## src/rtl/ds_pkg.sv

```systemverilog
// ds_pkg
// Shared definitions for the delta-sigma sample framer:
//   state_t            frame FSM state encoding
//   FRAME_LEN          bytes per frame (5 with DS_FRAMER_SEQ_EN defined, else 4)
//   SYNC_BYTE_DEFAULT  default first byte of every frame
// Build option: DS_FRAMER_SEQ_EN appends an 8-bit sequence byte to every frame.
package ds_pkg;

    typedef enum logic [2:0] {
        ST_IDLE = 3'd0,
        ST_SYNC = 3'd1,
        ST_B2   = 3'd2,
        ST_B1   = 3'd3,
        ST_B0   = 3'd4,
        ST_SEQ  = 3'd5
    } state_t;

`ifdef DS_FRAMER_SEQ_EN
    localparam int FRAME_LEN = 5;
`else
    localparam int FRAME_LEN = 4;
`endif

    localparam logic [7:0] SYNC_BYTE_DEFAULT = 8'hA5;

endpackage

```

## src/rtl/ds_sample_fifo.sv

```systemverilog
// ds_sample_fifo
// Synchronous sample FIFO with occupancy count.
//   clk, rst_n   system clock, asynchronous active-low reset
//   push         write request; accepted when not full, or when full and popping
//   push_data    sample to write
//   pop          read request; ignored when empty
//   pop_data     head-of-FIFO sample (valid while !empty)
//   full, empty  occupancy flags derived from level
//   level        entries currently stored, updated the cycle after push/pop
module ds_sample_fifo
    import ds_pkg::*;
#(
    parameter int DATA_W = 20,
    parameter int DEPTH  = 16,
    localparam int AW    = $clog2(DEPTH),
    localparam int LW    = AW + 1
) (
    input  logic              clk,
    input  logic              rst_n,
    input  logic              push,
    input  logic [DATA_W-1:0] push_data,
    input  logic              pop,
    output logic [DATA_W-1:0] pop_data,
    output logic              full,
    output logic              empty,
    output logic [LW-1:0]     level
);

    logic [DATA_W-1:0] mem_q [DEPTH];
    logic [AW-1:0]     wr_ptr_q, wr_ptr_d;
    logic [AW-1:0]     rd_ptr_q, rd_ptr_d;
    logic [LW-1:0]     level_q,  level_d;
    logic              push_ok;
    logic              pop_ok;

    assign full     = (level_q == LW'(DEPTH));
    assign empty    = (level_q == '0);
    assign level    = level_q;
    assign pop_data = mem_q[rd_ptr_q];

    // A full FIFO can still take a write when the head leaves in the same cycle.
    assign push_ok = push & (~full | pop);
    assign pop_ok  = pop & ~empty;

    always_comb begin
        wr_ptr_d = wr_ptr_q;
        rd_ptr_d = rd_ptr_q;
        level_d  = level_q;
        if (push_ok) wr_ptr_d = wr_ptr_q + 1'b1;
        if (pop_ok)  rd_ptr_d = rd_ptr_q + 1'b1;
        if (push_ok && !pop_ok) level_d = level_q + LW'(1);
        else if (!push_ok && pop_ok) level_d = level_q - LW'(1);
    end

    always_ff @(posedge clk or negedge rst_n) begin
        if (!rst_n) begin
            wr_ptr_q <= '0;
            rd_ptr_q <= '0;
            level_q  <= '0;
        end else begin
            wr_ptr_q <= wr_ptr_d;
            rd_ptr_q <= rd_ptr_d;
            level_q  <= level_d;
        end
    end

    // Storage needs no reset: pointers and level define what is valid.
    always_ff @(posedge clk) begin
        if (push_ok) mem_q[wr_ptr_q] <= push_data;
    end

endmodule

```

## src/rtl/ds_sample_framer.sv

```systemverilog
// ds_sample_framer
// Captures decimated samples on sample_clk rising edges, buffers them and
// emits frames {SYNC_BYTE, S[23:16], S[15:8], S[7:0]} (S zero-extended to
// 24 bits) on a valid/ready byte stream. With DS_FRAMER_SEQ_EN defined a fifth
// byte carries an 8-bit frame sequence counter.
//   clk, rst_n   system clock, asynchronous active-low reset
//   en           enables new captures (buffered samples always drain)
//   sample_clk   decimated clock, asynchronous to clk
//   sample_in    decimated sample, stable several clk after sample_clk rise
//   tx_data      current frame byte
//   tx_valid     tx_data valid; byte taken when tx_valid & tx_ready
//   tx_ready     consumer ready
//   overflow     sticky: a sample was dropped on a full FIFO
//   ovf_clr      single-cycle clear of overflow (a same-cycle drop wins)
//   fifo_level   samples currently buffered
//
// state   | meaning
// IDLE    | no frame in flight, waiting for a buffered sample
// SYNC    | presenting SYNC_BYTE
// B2      | presenting S[23:16]
// B1      | presenting S[15:8]
// B0      | presenting S[7:0]
// SEQ     | presenting sequence counter (DS_FRAMER_SEQ_EN only)
module ds_sample_framer
    import ds_pkg::*;
#(
    parameter int         DATA_W     = 20,
    parameter int         FIFO_DEPTH = 16,
    parameter logic [7:0] SYNC_BYTE  = SYNC_BYTE_DEFAULT,
    localparam int        LW         = $clog2(FIFO_DEPTH) + 1
) (
    input  logic              clk,
    input  logic              rst_n,
    input  logic              en,
    input  logic              sample_clk,
    input  logic [DATA_W-1:0] sample_in,
    output logic [7:0]        tx_data,
    output logic              tx_valid,
    input  logic              tx_ready,
    output logic              overflow,
    input  logic              ovf_clr,
    output logic [LW-1:0]     fifo_level
);

    logic              s1_q, s1_d;
    logic              s2_q, s2_d;
    logic              prev_q, prev_d;
    logic              cap;
    logic              ovf_q, ovf_d;
    state_t            state_q, state_d;
    logic [23:0]       shift_q, shift_d;
    logic [7:0]        tx_data_q, tx_data_d;
    logic              tx_valid_q, tx_valid_d;
    logic              fifo_pop;
    logic              fifo_full;
    logic              fifo_empty;
    logic [DATA_W-1:0] fifo_rd_data;
    logic              accept;
    logic              frame_done;
    logic              load_frame;
`ifdef DS_FRAMER_SEQ_EN
    logic [7:0]        seq_q, seq_d;
`endif

    ds_sample_fifo #(
        .DATA_W (DATA_W),
        .DEPTH  (FIFO_DEPTH)
    ) u_fifo (
        .clk       (clk),
        .rst_n     (rst_n),
        .push      (cap),
        .push_data (sample_in),
        .pop       (fifo_pop),
        .pop_data  (fifo_rd_data),
        .full      (fifo_full),
        .empty     (fifo_empty),
        .level     (fifo_level)
    );

    assign tx_data  = tx_data_q;
    assign tx_valid = tx_valid_q;
    assign overflow = ovf_q;
    assign accept   = tx_valid_q & tx_ready;

    // Capture lands three clk after the sample_clk rise, by which time
    // sample_in has settled.
    assign cap = s2_q & ~prev_q & en;

    always_comb begin
        s1_d   = sample_clk;
        s2_d   = s1_q;
        prev_d = s2_q;
        ovf_d  = ovf_q;
        if (ovf_clr) ovf_d = 1'b0;
        if (cap && fifo_full && !fifo_pop) ovf_d = 1'b1;
    end

    always_comb begin
        state_d    = state_q;
        shift_d    = shift_q;
        tx_data_d  = tx_data_q;
        tx_valid_d = tx_valid_q;
        fifo_pop   = 1'b0;
        frame_done = 1'b0;
        load_frame = 1'b0;
`ifdef DS_FRAMER_SEQ_EN
        seq_d      = seq_q;
`endif
        case (state_q)
            ST_IDLE: begin
                if (!fifo_empty) load_frame = 1'b1;
            end
            ST_SYNC: begin
                if (accept) begin
                    tx_data_d = shift_q[23:16];
                    state_d   = ST_B2;
                end
            end
            ST_B2: begin
                if (accept) begin
                    tx_data_d = shift_q[15:8];
                    state_d   = ST_B1;
                end
            end
            ST_B1: begin
                if (accept) begin
                    tx_data_d = shift_q[7:0];
                    state_d   = ST_B0;
                end
            end
            ST_B0: begin
                if (accept) begin
`ifdef DS_FRAMER_SEQ_EN
                    tx_data_d = seq_q;
                    state_d   = ST_SEQ;
`else
                    frame_done = 1'b1;
`endif
                end
            end
`ifdef DS_FRAMER_SEQ_EN
            ST_SEQ: begin
                if (accept) begin
                    seq_d      = seq_q + 8'd1;
                    frame_done = 1'b1;
                end
            end
`endif
            default: begin
                state_d    = ST_IDLE;
                tx_valid_d = 1'b0;
            end
        endcase

        // Last byte taken: chain straight into the next frame if one is waiting.
        if (frame_done) begin
            if (!fifo_empty) begin
                load_frame = 1'b1;
            end else begin
                tx_valid_d = 1'b0;
                state_d    = ST_IDLE;
            end
        end

        if (load_frame) begin
            fifo_pop   = 1'b1;
            shift_d    = 24'(fifo_rd_data);
            tx_data_d  = SYNC_BYTE;
            tx_valid_d = 1'b1;
            state_d    = ST_SYNC;
        end
    end

    always_ff @(posedge clk or negedge rst_n) begin
        if (!rst_n) begin
            s1_q       <= 1'b0;
            s2_q       <= 1'b0;
            prev_q     <= 1'b0;
            ovf_q      <= 1'b0;
            state_q    <= ST_IDLE;
            shift_q    <= '0;
            tx_data_q  <= '0;
            tx_valid_q <= 1'b0;
        end else begin
            s1_q       <= s1_d;
            s2_q       <= s2_d;
            prev_q     <= prev_d;
            ovf_q      <= ovf_d;
            state_q    <= state_d;
            shift_q    <= shift_d;
            tx_data_q  <= tx_data_d;
            tx_valid_q <= tx_valid_d;
        end
    end

`ifdef DS_FRAMER_SEQ_EN
    always_ff @(posedge clk or negedge rst_n) begin
        if (!rst_n) seq_q <= '0;
        else        seq_q <= seq_d;
    end
`endif

endmodule

```

## config.mk

```make
export PLATFORM = sky130hd
export DESIGN_NAME = ds_sample_framer
export DESIGN_NICKNAME = d
export VERILOG_FILES = /design/src/rtl/ds_pkg.sv /design/src/rtl/ds_sample_fifo.sv /design/src/rtl/ds_sample_framer.sv
export SDC_FILE = /design/constraint.sdc
export NUM_CORES = 1
export LEC_CHECK = 0
export ABC_AREA = 1
export CAP_MARGIN = 5
export CORE_UTILIZATION = 45
export CTS_BUF_LIST = sky130_fd_sc_hd__clkbuf_4
export CTS_CLUSTER_DIAMETER = 100
export DETAILED_ROUTE_END_ITERATION = 10
export GPL_TIMING_DRIVEN = 1
export SYNTH_ARGS = -nofsm -noshare
export SYNTH_HDL_FRONTEND = slang
export SYNTH_SLANG_ARGS = --single-unit
```

## constraint.sdc

```tcl
create_clock -name clk -period 3.5 [get_ports clk]
set_input_delay 0.7 -clock clk [delete_from_list [all_inputs] [get_ports clk]]
set_output_delay 0.7 -clock clk [all_outputs]
set_load 0.03 [all_outputs]
```

==> results.sh <==
export IMPL_run_status="completed"
export IMPL_num_rows=67
export IMPL_mostFrequentLayoutCells="nand2_1, edfxtp_1, nand3_1"
export IMPL_drive_above_1_share=0.148
export IMPL_place_congestion=0.800
export IMPL_antenna_found_initial=2
export IMPL_regToRegSetupSlack_ns=0.95
export IMPL_fillerInstances=2947
export IMPL_finalClockSkew_ns=0.0591
export IMPL_drc=0
export IMPL_root_buffer="clkbuf_4"
export IMPL_crit_reg2reg_capture="u_fifo.level[4]$_DFFE_PN0P_"
export IMPL_avgSynthCellArea_um2=11.4
export IMPL_worstPathMaxFanout=5
export IMPL_synthCells=1333
export IMPL_syn_num_nets=1369
export IMPL_htreeDepth=3
export IMPL_dpl_cell_area_um2=16100
export IMPL_pwr_share_seq=0.565
export IMPL_grt_pass1_wl_um=54600
export IMPL_crit_path_end="fifo_level[0]"
export IMPL_final_common_cell="nand2_1"
export IMPL_grt_max_degree=164
export IMPL_fin_cells=1948
export IMPL_finalHoldViolCount=0
export IMPL_critPathLaunchType="flip-flop"
export IMPL_worstPathCellList="clkdlybuf4s50_1"
export IMPL_post_route_util=0.518
export IMPL_worst_slew_pin_slew_ns=1.06
export IMPL_synth_seq_cells=369
export IMPL_clockBufferDepth=3
export IMPL_post_cts_buffers=0
export IMPL_crit_cells=1
export IMPL_p_total_mw=8.47
export IMPL_hold_start="s1_q$_DFF_PN0_"
export IMPL_path_delay_family="buffers and inverters"
export IMPL_area_growth_pct=13.7
export IMPL_ys_seq_area_frac=0.711
export IMPL_slowest_stage="clkdlybuf4s50_1"
export IMPL_viasPerCell=5.20
export IMPL_path_clk_slew_ns=0.06
export IMPL_firstDrtPassIters=7
export IMPL_fp_dieH_um=186
export IMPL_cts_sinks=369
export IMPL_slowest_delay_ns=0.72
export IMPL_finalMaxSlewViolations=0
export IMPL_initial_utilization=0.456
export IMPL_startpoint="u_fifo.level[0]$_DFFE_PN0P_"
export IMPL_die_x_um=186
export IMPL_powerDensity_nw_per_um2=489
export IMPL_syn_cell_area_um2=15200
export IMPL_worstSetupPathType="flip-flop to primary output"
export IMPL_setup_viol=0
export IMPL_fmax_ghz=0.384
export IMPL_place_inst=1780
export IMPL_rsz0062_at_grt="false"
export IMPL_r2r_cells=16
export IMPL_pwr_share_clk=0.422
export IMPL_ys_types=35
export IMPL_p_comb_frac=0.013
export IMPL_whs_ns=0.364
export IMPL_numPortBuffers=40
export IMPL_grt_overflow=0
export IMPL_cts_made_buffers=96
export IMPL_yosys_warnings=0
export IMPL_cp_arrival_ns=1.90
export IMPL_drtIter0Drc=863
export IMPL_pin_count=41
export IMPL_crit_required_ns=2.80
export IMPL_fin_tns_setup_ns=0
export IMPL_grt_pass1_vias=9869
export IMPL_leakage_nw=6.69
export IMPL_ir_drop_v=0.000206
export IMPL_drtAntennaViolNets=0
export IMPL_design_area_um2=17300
export IMPL_hold_class="flip-flop to flip-flop"
export IMPL_max_slew_margin_rel=0.293
export IMPL_place_ws_ns=0.325
export IMPL_r2r_start="state_q[0]$_DFF_PN0_"
export IMPL_drt_wl_total_um=35400
export IMPL_dieArea_um2=34600
export IMPL_switching_power_mw=1.75
export IMPL_vias=10100
export IMPL_cp_num_buf_inv=1
export IMPL_core_area_um2=33400
export IMPL_cts_tree="yes"
export IMPL_wl_per_cell_um=18.1
export IMPL_dp_hpwl_um=19700
export IMPL_end_kind="primary output"
export IMPL_internal_power_mw=6.72
export IMPL_p_sw_frac=0.206
export IMPL_max_cap_violations=0
export IMPL_min_period_ns=2.60
export IMPL_nets=1467
export IMPL_clkLatencyLatePin_ns=0.77
export IMPL_worst_slack_ns=0.899
export IMPL_track_usage=0.213
export IMPL_post_route_period_util=0.743
[Yosys cell counts, drive strengths merged]
cell type | number | area [um2]
ha | 9 | 113
dfrtp | 49 | 1230
a21oi | 3 | 15.0
a211oi | 1 | 7.51
fa | 1 | 20.0
xnor2 | 1 | 8.76
a21boi | 1 | 7.51
o21bai | 1 | 7.51
nand4 | 4 | 25.0
clkbuf | 10 | 37.5
nor2 | 17 | 87.6
nand2 | 518 | 1960
a31oi | 3 | 18.8
xor2 | 8 | 70.1
and3 | 1 | 6.26
o211a | 2 | 20.0
o21ai | 18 | 101
nor3 | 15 | 75.1
inv | 27 | 109
edfxtp | 320 | 9610
buf | 64 | 418
nand3 | 260 | 1300
[per-layer routing]
| layer | vias up | track usage | routed length, um |
|---|---|---|---|
| li1 | 4872 | - | - |
| met1 | 4910 | 0.292 | 15700 |
| met2 | 296 | 0.335 | 16900 |
| met3 | 51 | 0.0446 | 2090 |
| met4 | 0 | 0.0741 | 648 |
| met5 | - | 0 | 0 |
[cell type report]
type	instances	area (um2)	share of cell area
Clock inverter	16	72.6	0.00419
Inverter	27	109	0.00628
Multi-Input combinational cell	863	3920	0.226
Sequential cell	369	10800	0.626
Timing Repair Buffer	74	703	0.0406
Clock buffer	148	1110	0.0641
Tap cell	448	561	0.0324
Antenna cell	3	7.51	0.000433
[power groups by stage]
| stage | registers, mW | logic, mW | clock network, mW |
|---|---|---|---|
| after global placement | 4.88 | 0.109 | 0 |
| after floorplan | 4.88 | 0.00138 | 0 |
| after CTS | 4.79 | 0.113 | 3.66 |
| final | 4.79 | 0.109 | 3.57 |
| after detailed placement | 4.88 | 0.112 | 0 |
| after global routing | 4.78 | 0.118 | 3.88 |
[what timing repair did]
action                                 CTS  global route
gates resized for setup                  0             0
setup endpoints to repair                0             0
hold buffers                             1             0
endpoints found under the hold margin    4             0
[cells by family after synthesis]
| group | Yosys count | share of synthesized area |
|---|---|---|
| adder cells (fa/ha/maj) | 10 | 0.00870 |
| XOR/XNOR | 9 | 0.00517 |
| AND/OR/NAND/NOR | 815 | 0.227 |
| flip-flops | 369 | 0.711 |
| buffers and inverters | 101 | 0.0370 |
| AO/OA/AOI/OAI | 29 | 0.0117 |
[registers in the layout (all words and copies together) (netlist names)]
register / count
tx_valid: 1
shift_q: 20
s1_q: 1
overflow: 1
u_fifo.wr_ptr_q: 4
prev_q: 1
u_fifo.rd_ptr_q: 4
u_fifo.level: 5
state_q: 3
prev_d: 1
tx_data: 8
u_fifo.mem_q: 320
[worst min-delay path by stage]
stage                     cells after the start          endpoint
final                                         0  prev_d$_DFF_PN0_
after global routing                          0  prev_d$_DFF_PN0_
after CTS                                     0  prev_d$_DFF_PN0_
after detailed placement                      0  prev_d$_DFF_PN0_
after global placement                        0  prev_d$_DFF_PN0_
after floorplan                               0  prev_d$_DFF_PN0_
Note: power is estimated with default switching activity, not from simulation.
